$ cat src/rtl/vu_commit_table.sv
// In-order commit table for vector-unit commands: tracks per-lane commit progress of each
// issued command and retires entries strictly in issue order back to the hazard table.
module vu_commit_table #(
  parameter int NUM_LANE    = 16,
  parameter int NUM_ENTRY   = 8,
  parameter int WIDTH_ENTRY = $clog2(NUM_ENTRY)
) (
  input  logic                            clock,
  input  logic                            reset,
  input  logic                            I_Issue,
  input  logic [WIDTH_ENTRY-1:0]          I_Issue_No,
  input  logic [NUM_LANE-1:0]             I_En_Lane,
  output logic                            O_Full,
  output logic                            O_Empty,
  input  logic [NUM_LANE-1:0]             I_Lane_Commit,
  input  logic [NUM_LANE*WIDTH_ENTRY-1:0] I_Lane_Issue_No,
  output logic                            O_Commit,
  output logic [WIDTH_ENTRY-1:0]          O_Commit_No,
  output logic [WIDTH_ENTRY:0]            O_Pending,
  output logic                            O_Overflow,
  output logic                            O_Stray
);

  logic [NUM_ENTRY-1:0]   v;
  logic [WIDTH_ENTRY-1:0] issue_no  [NUM_ENTRY];
  logic [NUM_LANE-1:0]    en_lane   [NUM_ENTRY];
  logic [NUM_LANE-1:0]    en_commit [NUM_ENTRY];
  logic [WIDTH_ENTRY-1:0] head;
  logic [WIDTH_ENTRY-1:0] tail;
  logic [WIDTH_ENTRY:0]   count;

  logic [NUM_LANE-1:0]    set_mask_p0 [NUM_ENTRY];
  logic [NUM_LANE-1:0]    lane_hit_p0;
  logic                   stray_p0;
  logic                   retire_p0;
  logic                   issue_ok_p0;

  function automatic logic [WIDTH_ENTRY-1:0] ptr_inc(input logic [WIDTH_ENTRY-1:0] p);
    return (p == WIDTH_ENTRY'(NUM_ENTRY - 1)) ? '0 : p + WIDTH_ENTRY'(1);
  endfunction

  assign O_Pending = count;
  assign O_Full    = (count == (WIDTH_ENTRY + 1)'(NUM_ENTRY));
  assign O_Empty   = (count == '0);

  assign issue_ok_p0 = I_Issue && !O_Full;
  assign retire_p0   = v[head] && (en_commit[head] == en_lane[head]);

  // Stage p0: match every lane's commit report against the valid entries in parallel
  always_comb begin
    lane_hit_p0 = '0;
    for (int e = 0; e < NUM_ENTRY; e++) begin
      set_mask_p0[e] = '0;
      for (int l = 0; l < NUM_LANE; l++) begin
        if (I_Lane_Commit[l] && v[e] && en_lane[e][l] &&
            (issue_no[e] == I_Lane_Issue_No[l*WIDTH_ENTRY +: WIDTH_ENTRY])) begin
          set_mask_p0[e][l] = 1'b1;
          lane_hit_p0[l]    = 1'b1;
        end
      end
    end
    stray_p0 = |(I_Lane_Commit & ~lane_hit_p0);
  end

  // Stage p1: table update, in-order retire and registered status outputs
  always_ff @(posedge clock) begin
    if (reset) begin
      v           <= '0;
      head        <= '0;
      tail        <= '0;
      count       <= '0;
      O_Commit    <= 1'b0;
      O_Commit_No <= '0;
      O_Overflow  <= 1'b0;
      O_Stray     <= 1'b0;
      for (int e = 0; e < NUM_ENTRY; e++) begin
        en_lane[e]   <= '0;
        en_commit[e] <= '0;
      end
    end else begin
      O_Commit <= retire_p0;
      O_Stray  <= stray_p0;
      if (I_Issue && O_Full) O_Overflow <= 1'b1;
      for (int e = 0; e < NUM_ENTRY; e++) begin
        en_commit[e] <= en_commit[e] | set_mask_p0[e];
      end
      if (retire_p0) begin
        v[head]     <= 1'b0;
        O_Commit_No <= issue_no[head];
        head        <= ptr_inc(head);
      end
      // Full blocks issue, so the tail slot never collides with the slot retiring this edge
      if (issue_ok_p0) begin
        v[tail]         <= 1'b1;
        issue_no[tail]  <= I_Issue_No;
        en_lane[tail]   <= I_En_Lane;
        en_commit[tail] <= '0;
        tail            <= ptr_inc(tail);
      end
      count <= count + (WIDTH_ENTRY + 1)'(issue_ok_p0) - (WIDTH_ENTRY + 1)'(retire_p0);
    end
  end

endmodule

$ cat config.mk
export PLATFORM = sky130hd
export DESIGN_NAME = vu_commit_table
export DESIGN_NICKNAME = d
export VERILOG_FILES = /design/src/rtl/vu_commit_table.sv
export SDC_FILE = /design/constraint.sdc
export NUM_CORES = 1
export LEC_CHECK = 0
export CAP_MARGIN = 20
export CORE_MARGIN = 2
export CORE_UTILIZATION = 66
export CTS_CLUSTER_SIZE = 28
export DETAILED_ROUTE_END_ITERATION = 7
export PLACE_DENSITY = 0.87
export SKIP_CTS_REPAIR_TIMING = 1
export SYNTH_ARGS = -nofsm -noshare
export SYNTH_HDL_FRONTEND = slang
export SYNTH_SLANG_ARGS = --single-unit
$ cat constraint.sdc
create_clock -name clock -period 6.48 [get_ports clock]
set_clock_uncertainty 0.05 [all_clocks]
set_input_delay 0.648 -clock clock [delete_from_list [all_inputs] [get_ports clock]]
set_output_delay 0.648 -clock clock [all_outputs]
set_load 0.005 [all_outputs]
==> Word level (Yosys, flattened, before mapping) <==
Memories as Yosys holds them, arrays and structs flattened. A register that Yosys moved wholly into a read port is not among the register bits.
Index checks and enable logic that the tools add are counted.
{ "totals": {"register_bits": 21, "ramBits": 280, "inputBits": 86, "output_inout_bits": 12, "wordCells": 836, "n_memories": 3} }
{ "op_classes": {"add_sub_neg": 4, "n_lt_le_gt_ge": 4, "eq_ne": 132, "muxes": 272, "n_bitwise": 21, "n_reduce_logical": 393} }
{ "mem_list": {"columns": ["name", "depth", "word_bits", "rd", "rd_clocked_by_memory_dff", "wr", "line", "text"], "rows": [
  ["en_commit", 8, 16, 9, 1, 9, "27", "logic [NUM_LANE-1:0] en_commit [NUM_ENTRY];"],
  ["en_lane", 8, 16, 9, 1, 8, "26", "logic [NUM_LANE-1:0] en_lane [NUM_ENTRY];"],
  ["issue_no", 8, 3, 9, 1, 1, "25", "logic [WIDTH_ENTRY-1:0] issue_no [NUM_ENTRY];"]
]} }
{ "op_table": {"columns": ["op", "count"], "rows": [
  ["1-bit logical AND", 389],
  ["3-bit equality test", 128],
  ["1-bit two-way mux", 250],
  ["16-bit two-way mux", 9],
  ["16-bit bitwise OR", 8],
  ["16-bit OR reduction", 2],
  ["8-bit two-way mux", 3],
  ["3-bit two-way mux", 7],
  ["16-bit AND", 1],
  ["16-bit equality test", 1],
  ["16-bit NOT", 1],
  ["8-bit AND", 1],
  ["3-bit by 4-bit < comparator with 1-bit output (second input constant)", 2],
  ["8-bit NOT", 1],
  ["1-bit bitwise OR", 8],
  ["8-bit bitwise OR", 1],
  ["3-bit by 1-bit adder with 3-bit output (second input constant)", 2],
  ["1-bit demux with 3-bit select", 2],
  ["3-bit equality test (second input constant)", 2],
  ["3-bit by 1-bit greater-or-equal comparator with 1-bit output (second input constant)", 2],
  ["4-bit by 1-bit adder with 4-bit output", 1],
  ["4-bit equality test (second input constant)", 1],
  ["4-bit zero test", 1],
  ["4-bit by 1-bit subtractor with 4-bit output", 1],
  ["2 further kinds", 2]
]} }

==> Depth between registers and ports, before layout <==
{ "depth": {"ltp_word": 14, "ltp_mapped": 16, "ltp_nobuf": 13} }

==> Worst setup path after synthesis <==
No wires, ideal clock.
{ "synth_timing": {"kind": "reg-to-reg", "start": "reg with a tool-made name", "end": "reg count[2], in the netlist O_Pending[2]", "setup_ns": 0.128, "t_arrival_ns": 3.247, "path_slack_ns": 3.056, "path_stages_with_launch": 15, "synth_period_minus_slack_ns": 3.424, "path_cell_list": "dfxtp_1 > buf_2 > buf_2 > buf_2 > buf_2 > mux4_2 > or4_1 > nor4_1 > ha_1 > inv_1 > ha_1 > inv_1 > fa_1 > xor2_1 > nor2_1"} }
{ "synth_lines": {"columns": ["item", "line", "text"], "rows": [
  ["to (signal assigned)", "100", "count <= count + (WIDTH_ENTRY + 1)'(issue_ok_p0) - (WIDTH_ENTRY + 1)'(retire_p0);"],
  ["to (decl)", "30", "logic [WIDTH_ENTRY:0] count;"]
]} }

==> out/metrics.cfg <==
[status]
status = finished clean

[setup_path]
cp_max_fo = 26
criticalPathCategory = reg2reg
start_kind = register
rr_endpoint = O_Pending[3]
arrival_ns = 4.91
rrSetupSlack_ns = 1.92
ff2ff_path_depth = 13
end_kind = register
required_ns = 6.82

[synth]
synthesis.nets = 1928
ys_ff_latch = 307
synth_area_sq_um = 18300
yosysWarnings = 0
synthTopCellsByArea = edfxtp_1, xor2_1, dfxtp_1
ys_types = 49
synthFlopType = dfxtp_1
synth.avg_cell_area_sq_um = 10.0
synth_edf_count = 152
synthArstFlopShare_pct = 0
seq_area_frac_synth_pct = 41.9
yosysTopAreaCell = edfxtp_1
synth_cells = 1831
synth_top_area_share_pct = 24.9

[timing]
setup_tns_ns = 0
period_share_pct = 70.4
setup_viol = 0
slew_headroom_pct = 19.7
finalHoldViolCount = 0
period_needed_ns = 4.56
maxSlewViolCount = 0
worst_pin_slew_ns = 1.20
max_freq_mhz = 219
rsz0062_at_grt = false

[global_route]
grt_util_met3_pct = 15.8
grt_pass1_vias = 15700
grt_pass1_wl_mm = 96.3
grt_use_met1_pct = 57.4
grt_usage_pct = 45.4
grt_util_met2_pct = 66.4
overflow = 0
grt_max_degree = 38
antenna_found_initial = 0
grt_busiest_layer = met2

[die]
start_util_pct = 67.6
die_h_microns = 171
die_x_microns = 171
row_count = 60
ios = 98
core-area_sq_um = 27100
dieArea_sq_um = 29100

[power]
p_per_area_nw_per_um2 = 234
ir_drop_v = 0.000194
power_leakage_nw = 7.55

[cts]
cts_buffers = 35
clock-sinks = 307
htreeDepth = 2
clk_pin_slew_ns = 0.06
clock-root-buffer = clkbuf_16
cts_tree = yes
clock_path_buffers = 3
clock_latency_ns = 0.54

[route]
ant_nets = 0
vias_per_cell = 7.07
dr_total_vias = 15800
avgRoutedWirePerCell_microns = 29.4
first_pass_iters = 6
drt_wl_total_mm = 65.8
drt_iter0_markers = 2833
drc_errors = 0

[cells_and_area]
drive_gt1_share_pct = 8.57
nNetsFinal = 1939
layout_commonest_cell = xor2_1
fillers = 1780
num_antenna_cells = 0
final_cell_area_sq_um = 20600
layout_common_cells = xor2_1, dfxtp_1, edfxtp_1
area_growth_syn_to_layout_pct = 12.4

[hold_path]
min_to = en_commit[2][6]
holdCritPathClass = reg2reg
whs_path_depth = 2
min_from = en_commit[2][6]

[flow_run]
drv_cap = 0

[placed_design]
placed_area_sq_um = 19400
gp_congestion = 1.00
hpwl_mm = 41.3
io_buffers = 97

cell usage after synthesis, types with 10 or more instances:
master	n
a21oi_1	28
inv_1	36
nor4_1	131
nor3_1	25
edfxtp_1	152
and2_1	129
xnor2_1	51
mux4_2	39
nor2_1	140
nand2_1	14
o21a_1	60
nand4_1	22
xor2_1	421
ha_1	10
buf_1	32
or4_1	17
mux2i_1	17
nand3_1	128
dfxtp_1	155
a31oi_1	11
clkbuf_1	127
state kept, by name (all words and copies together), names as in the netlist, named ones only:
register,cells
issue_no,24
O_Overflow,1
O_Commit_No,3
en_lane,128
v,8
en_commit,128
head,3
O_Pending,4
O_Stray,1
tail,3
O_Commit,1
layer usage:
layer  up-vias  share of wire [%]
met5         -              0.085
met1      7444                 33
li1       6372                  -
met2      1548                 41
met3       462                 17
met4         2                8.3
area by class of cell:
cell class | count | area (sq um) | area share, %
Inverter | 40 | 150 | 0.729
Timing Repair Buffer | 149 | 1380 | 6.69
Sequential cell | 307 | 7670 | 37.3
Clock buffer | 46 | 937 | 4.55
Tap cell | 372 | 465 | 2.26
Clock inverter | 15 | 180 | 0.875
Multi-Input combinational cell | 1309 | 9810 | 47.6
critical path, stage by stage, from the launching register on:
cell	delay (ns)
dfxtp_2	0.79
buf_4	0.50
mux4_2	0.59
xor2_1	0.21
nor3_2	0.19
o22ai_1	0.20
nor4_1	0.63
ha_1	0.31
inv_1	0.06
ha_1	0.29
a21o_1	0.20
a21oi_1	0.20
xnor2_1	0.16
nor2_1	0.06
power by group:
group          switching, W  internal, W
Combinational      0.000403     0.000243
Clock              0.000816      0.00118
Sequential        0.0000612      0.00211
cell families (layout without fill, tap and decap cells):
logic type                 after synthesis  in the layout  synth area share (%)
AOI/OAI and AO/OA                      128            128                  4.83
adders and majority gates               11             11                 0.792
buffers and inverters                  215            250                  4.79
muxes                                   64             64                  6.38
DFF                                    307            307                  41.9
and+or+nand+nor                        634            634                  18.8
xor gates and xnor gates               472            472                  22.6
worst max-delay path by stage:
stage | endpoint | startpoint | slack [ns]
final | O_Pending[3] | register | 1.92
after global routing | O_Pending[3] | register | 1.66
after CTS | O_Pending[3] | register | 1.99
after floorplan | O_Pending[2] | register | 3.06
after detailed placement | O_Pending[2] | register | 2.07
after global placement | O_Pending[2] | register | 2.18
per-stage QoR:
step	setup WS [ns]	util [%]	hold WS [ns]	total power, W	instances
2_1_floorplan	3.06	-	0.372	0.00254	1831
3_3_place_gp	2.18	71.7	0.385	0.00279	2175
3_5_place_dp	2.07	71.7	0.397	0.00281	2175
4_1_cts	1.99	75.9	0.410	0.00476	2236
5_1_grt	1.66	76.0	0.431	0.00490	2238
6_report	1.92	76.0	0.408	0.00481	2238
(Power assumes the default switching activity.)
